**src/rtl/cpu_types_pkg.sv**
```systemverilog
// Shared CPU types: data word, register index, opcode and the MEM stage FSM state.
package cpu_types_pkg;

    typedef logic [31:0] word_t;
    typedef logic [4:0]  regbits_t;
    typedef logic [5:0]  opcode_t;

    localparam opcode_t BEQ = 6'b000100;
    localparam opcode_t BNE = 6'b000101;

    typedef enum logic [1:0] {
        IDLE,
        WAIT,
        HALTED
    } memstate_t;

    typedef struct packed {
        logic     regwrite;
        logic     memtoreg;
        regbits_t wsel;
        word_t    aluout;
        word_t    load;
        word_t    npc;
        logic     halt;
    } mem_wb_t;

endpackage

```
**src/rtl/branch_resolve.sv**
```systemverilog
// Combinational branch/jump resolution: decides whether the instruction redirects and where.
module branch_resolve
    import cpu_types_pkg::*;
(
    input  word_t       cpc,
    input  logic        branch,
    input  logic        zflag,
    input  logic [1:0]  jump,
    input  word_t       imm,
    input  word_t       regtarget,
    input  logic [25:0] jaddr,
    input  opcode_t     opcode,
    output logic        take,
    output word_t       target
);

    word_t npc;

    always_comb begin
        npc    = cpc + 32'd4;
        take   = 1'b0;
        target = '0;
        unique case (jump)
            2'b00: begin
                take   = branch & (((opcode == BEQ) & zflag) | ((opcode == BNE) & ~zflag));
                target = npc + (imm << 2);
            end
            2'b01: begin
                take   = 1'b1;
                target = {npc[31:28], jaddr, 2'b00};
            end
            2'b10: begin
                take   = 1'b1;
                target = regtarget;
            end
            default: ;  // jump=11 is reserved: never redirects
        endcase
    end

endmodule

```
**src/rtl/mem_stage.sv**
```systemverilog
// MEM pipeline stage: data-cache handshake FSM, MEM/WB register and PC redirect.
module mem_stage
    import cpu_types_pkg::*;
(
    input  logic        CLK,
    input  logic        nRST,
    input  word_t       cpc,
    input  logic        regWrite,
    input  logic        memtoReg,
    input  logic        halt,
    input  logic        branch,
    input  logic        zflag,
    input  logic        dren,
    input  logic        dwen,
    input  logic [1:0]  jump,
    input  word_t       aluout,
    input  word_t       writeData,
    input  word_t       imm,
    input  word_t       regtarget,
    input  regbits_t    wsel,
    input  logic [25:0] jaddr,
    input  opcode_t     opcode,
    input  logic        en,
    output logic        dmemREN,
    output logic        dmemWEN,
    output word_t       dmemaddr,
    output word_t       dmemstore,
    input  logic        dhit,
    input  word_t       dmemload,
    output logic        dstall,
    output logic        redirect,
    output word_t       redirect_pc,
    output logic        wb_regWrite,
    output logic        wb_memtoReg,
    output regbits_t    wb_wsel,
    output word_t       wb_aluout,
    output word_t       wb_load,
    output word_t       wb_npc,
    output logic        wb_halt
);

    memstate_t state_q, state_d;
    mem_wb_t   wb_q, wb_d, pend_q, pend_d, cur;
    logic      pend_vld_q, pend_vld_d;
    logic      is_rd, is_wr, mem_op, take;
    word_t     target;

    // Both enables high is a write.
    assign is_wr  = dwen;
    assign is_rd  = dren & ~dwen;
    assign mem_op = dren | dwen;

    branch_resolve u_branch_resolve (
        .cpc       (cpc),
        .branch    (branch),
        .zflag     (zflag),
        .jump      (jump),
        .imm       (imm),
        .regtarget (regtarget),
        .jaddr     (jaddr),
        .opcode    (opcode),
        .take      (take),
        .target    (target)
    );

    always_comb begin
        cur.regwrite = regWrite & ~halt;
        cur.memtoreg = memtoReg;
        cur.wsel     = wsel;
        cur.aluout   = aluout;
        cur.load     = is_rd ? dmemload : '0;
        cur.npc      = cpc + 32'd4;
        cur.halt     = halt;
    end

    always_comb begin
        state_d    = state_q;
        wb_d       = wb_q;
        pend_d     = pend_q;
        pend_vld_d = pend_vld_q;
        dmemREN    = 1'b0;
        dmemWEN    = 1'b0;
        dmemaddr   = '0;
        dmemstore  = '0;
        dstall     = 1'b0;
        unique case (state_q)
            IDLE: begin
                // A result finished under en=0 goes out before anything new starts.
                if (pend_vld_q) begin
                    if (en) begin
                        wb_d       = pend_q;
                        pend_vld_d = 1'b0;
                    end
                end else if (halt) begin
                    if (en) begin
                        wb_d    = cur;
                        state_d = HALTED;
                    end
                end else if (mem_op) begin
                    dstall = 1'b1;
                    if (en) state_d = WAIT;
                end else if (en) begin
                    wb_d = cur;
                end
            end
            WAIT: begin
                dmemREN   = is_rd;
                dmemWEN   = is_wr;
                dmemaddr  = aluout;
                dmemstore = writeData;
                if (dhit) begin
                    state_d = IDLE;
                    if (en) begin
                        wb_d = cur;
                    end else begin
                        pend_d     = cur;
                        pend_vld_d = 1'b1;
                    end
                end else begin
                    dstall = 1'b1;
                end
            end
            HALTED: ;
            default: state_d = IDLE;
        endcase
        if (!nRST) begin
            dmemREN = 1'b0;
            dmemWEN = 1'b0;
            dstall  = 1'b0;
        end
    end

    assign redirect    = nRST & en & ~dstall & (state_q != HALTED) & take;
    assign redirect_pc = redirect ? target : '0;

    always_ff @(posedge CLK or negedge nRST) begin
        if (!nRST) begin
            state_q    <= IDLE;
            wb_q       <= '0;
            pend_q     <= '0;
            pend_vld_q <= 1'b0;
        end else begin
            state_q    <= state_d;
            wb_q       <= wb_d;
            pend_q     <= pend_d;
            pend_vld_q <= pend_vld_d;
        end
    end

    assign wb_regWrite = wb_q.regwrite;
    assign wb_memtoReg = wb_q.memtoreg;
    assign wb_wsel     = wb_q.wsel;
    assign wb_aluout   = wb_q.aluout;
    assign wb_load     = wb_q.load;
    assign wb_npc      = wb_q.npc;
    assign wb_halt     = wb_q.halt;

endmodule

```
**config.mk**
```make
export PLATFORM = sky130hd
export DESIGN_NAME = mem_stage
export DESIGN_NICKNAME = d
export VERILOG_FILES = /design/src/rtl/cpu_types_pkg.sv /design/src/rtl/branch_resolve.sv /design/src/rtl/mem_stage.sv
export SDC_FILE = /design/constraint.sdc
export NUM_CORES = 1
export LEC_CHECK = 0
export ABC_CLOCK_PERIOD_IN_PS = 10800
export CAP_MARGIN = 15
export CORE_AREA = 2 2 174 176
export DETAILED_ROUTE_END_ITERATION = 10
export DIE_AREA = 0 0 176 178
export PLACE_DENSITY = 0.8
export SYNTH_ARGS = -nofsm -noshare
export SYNTH_HDL_FRONTEND = slang
export SYNTH_HIERARCHICAL = 1
export SYNTH_SLANG_ARGS = --single-unit
```
**constraint.sdc**
```tcl
create_clock -name CLK -period 10.8 [get_ports CLK]
set_input_delay 2.16 -clock CLK [delete_from_list [all_inputs] [get_ports CLK]]
set_output_delay 2.16 -clock CLK [all_outputs]
set_load 0.01 [all_outputs]
```
==> impl_metrics.prom <==
# TYPE chip_impl_metric gauge
chip_impl_metric{name="number_of_global_route_vias_before_repair",unit=""} 12800
chip_impl_metric{name="synth_seq_area_share",unit=""} 0.410
chip_impl_metric{name="cts_setup_buffers",unit=""} 0
chip_impl_metric{name="total_track_usage",unit=""} 0.270
chip_impl_metric{name="peakVddDrop",unit="mV"} 0.101
chip_impl_metric{name="seq_cells_post_synth",unit=""} 211
chip_impl_info{name="worst_hold_path.endpoint",value="pend_q[29]"} 1
chip_impl_metric{name="drc",unit=""} 0
chip_impl_metric{name="global_route_wire_length_before_repair",unit="um"} 67800
chip_impl_metric{name="cts.clk_slew.worst_paths",unit="ns"} 0.06
chip_impl_metric{name="ffs_w_async_s_r_synth",unit=""} 1.00
chip_impl_metric{name="clkPwrFrac",unit=""} 0.259
chip_impl_metric{name="synth.yosys.warnings",unit=""} 6
chip_impl_metric{name="finalWirelength",unit="um"} 43800
chip_impl_metric{name="holdPathStages",unit=""} 2
chip_impl_metric{name="cts-root-to-sink-buffers",unit=""} 3
chip_impl_metric{name="htreeDepth",unit=""} 1
chip_impl_metric{name="final_number_of_setup_violating_endpoints",unit=""} 0
chip_impl_metric{name="ctsHoldBuffers",unit=""} 0
chip_impl_metric{name="num_io_pins",unit=""} 446
chip_impl_info{name="timing.setup.critical_path_class",value="in2out"} 1
chip_impl_metric{name="detailed_place_hpwl",unit="um"} 32400
chip_impl_metric{name="finished_layout_cell_area",unit="um2"} 18200
chip_impl_metric{name="antennaDiodeCount",unit=""} 0
chip_impl_metric{name="synthDistinctLibCells",unit=""} 75
chip_impl_metric{name="fp.dieH",unit="um"} 178
chip_impl_metric{name="drive_gt1_frac",unit=""} 0.0432
chip_impl_metric{name="worst_slack",unit="ns"} 1.74
chip_impl_metric{name="vias_per_instance",unit=""} 5.47
chip_impl_metric{name="multi_input_area",unit="um2"} 7000
chip_impl_metric{name="core-area",unit="um2"} 29400
chip_impl_metric{name="reg2reg_depth",unit=""} 5
chip_impl_info{name="master_cell_of_the_clock_root_buffer",value="sky130_fd_sc_hd__clkbuf_16"} 1
chip_impl_metric{name="cts_made_buffers",unit=""} 23
chip_impl_metric{name="fin_util",unit=""} 0.618
chip_impl_metric{name="seq_area",unit="um2"} 5280
chip_impl_metric{name="share_of_total_power_in_combinational_logic",unit=""} 0.358
chip_impl_metric{name="post_cts_resize_count",unit=""} 0
chip_impl_metric{name="num-nets-final",unit=""} 2256
chip_impl_metric{name="antenna_left",unit=""} 0
chip_impl_metric{name="synthCells",unit=""} 1599
chip_impl_metric{name="dp_worst_setup_slack",unit="ns"} 1.78
chip_impl_info{name="run_status",value="completed"} 1
chip_impl_metric{name="leakage",unit="nW"} 7.75
chip_impl_metric{name="initial_core_util",unit=""} 0.438
chip_impl_metric{name="sw_frac_of_total",unit=""} 0.323
chip_impl_metric{name="drt-wirelength-per-cell",unit="um"} 18.4
chip_impl_metric{name="wp_data_required",unit="ns"} 8.64
chip_impl_info{name="netlist.top_cell.by_area",value="sky130_fd_sc_hd__dfrtp_1"} 1
chip_impl_info{name="worst_hold_startpoint",value="pend_q[29]"} 1
chip_impl_metric{name="routed-via-count",unit=""} 13000
chip_impl_info{name="worst_setup_path_startpoint",value="cpc[8]"} 1
chip_impl_metric{name="timing.reg2reg.setup_slack",unit="ns"} 7.73
chip_impl_metric{name="pwr_density_cell",unit="nW/um2"} 164
chip_impl_metric{name="timing.max_cap.violations",unit=""} 0
chip_impl_metric{name="period_needed",unit="ns"} 9.06
chip_impl_metric{name="gr-total-overflow",unit=""} 0
chip_impl_info{name="rsz0062_at_grt",value="no"} 1
chip_impl_metric{name="fin_cells",unit=""} 2380
chip_impl_info{name="cp_startpoint_kind",value="primary input"} 1
chip_impl_info{name="clock_tree_from_tritoncts",value="yes"} 1
chip_impl_metric{name="switching_power",unit="uW"} 959
chip_impl_metric{name="power_frac_seq",unit=""} 0.383
chip_impl_metric{name="arrival",unit="ns"} 6.90
chip_impl_metric{name="floorplan.die_area",unit="um2"} 31300
chip_impl_info{name="timing.rr.start",value="state_q[1]"} 1
chip_impl_info{name="netlist_top_cells_area",value="sky130_fd_sc_hd__dfrtp_1, sky130_fd_sc_hd__nand2_1, sky130_fd_sc_hd__and2_1"} 1
chip_impl_metric{name="antenna_found_initial",unit=""} 0
chip_impl_metric{name="grt_max_degree",unit=""} 86
chip_impl_metric{name="synth_largest_type_area_fraction",unit=""} 0.410
chip_impl_metric{name="finalWeightedCongestion",unit=""} 0.923
chip_impl_metric{name="areaGrowthSynthToFinish",unit="%"} 41.3
chip_impl_info{name="critical_path.reg2reg.endpoint",value="wb_regWrite"} 1
chip_impl_metric{name="chipWidth",unit="um"} 176
chip_impl_metric{name="crit_path_max_fanout",unit=""} 12
chip_impl_info{name="timing.hold.worst.class",value="reg2reg"} 1
chip_impl_metric{name="post-layout-total-power",unit="mW"} 2.97
chip_impl_metric{name="portBuffers",unit=""} 443
chip_impl_metric{name="detailedRoute.firstIterationViolations",unit=""} 835
chip_impl_metric{name="synth_edf_count",unit=""} 0
chip_impl_metric{name="drv_slew",unit=""} 0
chip_impl_info{name="crit_path_end_kind",value="primary output"} 1
chip_impl_metric{name="rows",unit=""} 63
chip_impl_metric{name="syn_avg_cell_area",unit="um2"} 8.04
chip_impl_metric{name="cellInternalPower",unit="mW"} 2.01
chip_impl_info{name="ys.flop_type",value="sky130_fd_sc_hd__dfrtp_1"} 1
chip_impl_metric{name="skew",unit="ns"} 0.0122
chip_impl_metric{name="max_slew.worst_pin.slew",unit="ns"} 1.13
chip_impl_metric{name="syn-num-nets",unit=""} 1881
chip_impl_metric{name="finalHoldViolCount",unit=""} 0
chip_impl_metric{name="netlist_area",unit="um2"} 12900
chip_impl_metric{name="firstDrtPassIters",unit=""} 7
chip_impl_metric{name="timing.final.crit_share",unit=""} 0.839
chip_impl_metric{name="fillerInstances",unit=""} 2487
chip_impl_metric{name="max_freq",unit="MHz"} 110
chip_impl_metric{name="clock_insertion_delay_at_the_later_pin_of_the_skew_report",unit="ns"} 0.51
chip_impl_metric{name="slew_headroom",unit=""} 0.242
chip_impl_metric{name="totalNegativeSetupSlack",unit="ns"} 0
chip_impl_metric{name="post-place-cells",unit=""} 2337
chip_impl_metric{name="dpl_cell_area",unit="um2"} 17400
chip_impl_metric{name="cts.sink_count",unit=""} 211
chip_impl_metric{name="worst_hold_slack",unit="ns"} 0.468
## power by group through the flow
stage / combinational, mW / sequential (mW) / clock [mW]
2_1_floorplan: 0.372 / 1.22 / 0
3_3_place_gp: 1.04 / 1.14 / 0
3_5_place_dp: 1.06 / 1.16 / 0
4_1_cts: 1.07 / 1.14 / 0.779
5_1_grt: 1.16 / 1.17 / 0.812
6_report: 1.06 / 1.14 / 0.769
## critical path, cell delays in order
cell and delay, ns:
sky130_fd_sc_hd__clkdlybuf4s50_1 0.76, sky130_fd_sc_hd__nand4_1 0.37, sky130_fd_sc_hd__nor4_1 0.84, sky130_fd_sc_hd__nand2_1 0.19, sky130_fd_sc_hd__xnor2_1 0.17, sky130_fd_sc_hd__ha_1 0.40
sky130_fd_sc_hd__a21o_1 0.22, sky130_fd_sc_hd__a21o_1 0.17, sky130_fd_sc_hd__a21oi_1 0.20, sky130_fd_sc_hd__a21boi_0 0.31, sky130_fd_sc_hd__xnor2_1 0.20, sky130_fd_sc_hd__a222oi_1 0.11
sky130_fd_sc_hd__nor2_1 0.14, sky130_fd_sc_hd__and2_1 0.14, sky130_fd_sc_hd__clkdlybuf4s50_1 0.54
## cells by family (layout without fill, tap and decap cells)
family	Yosys count	in the layout	share of synthesized area
muxes	4	4	0.00321
and+or+nand+nor	796	796	0.279
adders and majority gates	40	40	0.0395
xor gates and xnor gates	73	73	0.0509
AOI/OAI and AO/OA	345	345	0.168
DFF	211	211	0.410
buffers and inverters	130	521	0.0487
## metal layers
metal | up-vias | global-route usage | routed length (um)
met3 | 104 | 0.0533 | 3240
met4 | 0 | 0.115 | 1970
met5 | - | 0 | 0
met2 | 507 | 0.479 | 21500
met1 | 6202 | 0.321 | 17000
li1 | 6217 | - | -
## cell usage after synthesis (all sizes together), types with 7 or more instances
cell	instances
a21o	15
a21oi	68
a222oi	19
a22oi	10
a31oi	47
and2	104
and3	13
and4	7
buf	18
clkbuf	89
dfrtp	211
ha	39
inv	22
nand2	419
nand3	40
nand4	19
nor2	135
nor3	25
nor4	17
o211ai	14
o21ai	129
o31a	11
xnor2	51
xor2	22
## state kept, by name (all words and copies together) (netlist names)
register     flops
wb_halt          1
state_q          2
wb_load         32
pend_vld_q       1
wb_npc          32
wb_wsel          5
wb_regWrite      1
wb_memtoReg      1
pend_q         104
wb_aluout       32
## cells in the final DEF (no fill, tap or decap), types with 4 or more instances in the layout
master                            instances
sky130_fd_sc_hd__nand2b_1                 5
sky130_fd_sc_hd__ha_1                    39
sky130_fd_sc_hd__a31oi_1                 47
sky130_fd_sc_hd__nor2b_1                  4
sky130_fd_sc_hd__and3_1                  11
sky130_fd_sc_hd__a21o_1                  12
sky130_fd_sc_hd__a222oi_1                19
sky130_fd_sc_hd__o21ai_0                120
sky130_fd_sc_hd__xnor2_1                 50
sky130_fd_sc_hd__and4_1                   5
sky130_fd_sc_hd__o22ai_1                  6
sky130_fd_sc_hd__o21ai_1                  7
sky130_fd_sc_hd__a21oi_1                 67
sky130_fd_sc_hd__nand2_1                418
sky130_fd_sc_hd__nor3_1                  23
sky130_fd_sc_hd__o211ai_1                14
sky130_fd_sc_hd__xor2_1                  21
sky130_fd_sc_hd__and2_1                 104
sky130_fd_sc_hd__a22oi_1                 10
sky130_fd_sc_hd__nand3_1                 39
sky130_fd_sc_hd__nor2_1                 132
sky130_fd_sc_hd__buf_4                   13
sky130_fd_sc_hd__o21bai_1                 4
sky130_fd_sc_hd__o31a_1                   8
sky130_fd_sc_hd__inv_1                   22
sky130_fd_sc_hd__nand4_1                 18
sky130_fd_sc_hd__clkbuf_1                 7
sky130_fd_sc_hd__nor4_1                  15
sky130_fd_sc_hd__clkbuf_8                 6
sky130_fd_sc_hd__clkdlybuf4s50_1        442
sky130_fd_sc_hd__dfrtp_1                211
sky130_fd_sc_hd__clkbuf_16               24
## layout make-up
| cell class | instances | share of cell area |
|---|---|---|
| multi-input combinational | 1258 | 0.385 |
| clock inverter | 6 | 0.00358 |
| timing repair buffer | 458 | 0.252 |
| sequential | 211 | 0.291 |
| tap | 390 | 0.0269 |
| clock buffer | 35 | 0.0369 |
| inverter | 22 | 0.00454 |
## how the worst max path moves through the flow
stage               cells after the start               to
CTS                                    16  redirect_pc[27]
floorplan                              15  redirect_pc[27]
global route                           18  redirect_pc[27]
global placement                       16  redirect_pc[27]
finish                                 15  redirect_pc[27]
detailed placement                     16  redirect_pc[27]
(Power assumes the default switching activity.)
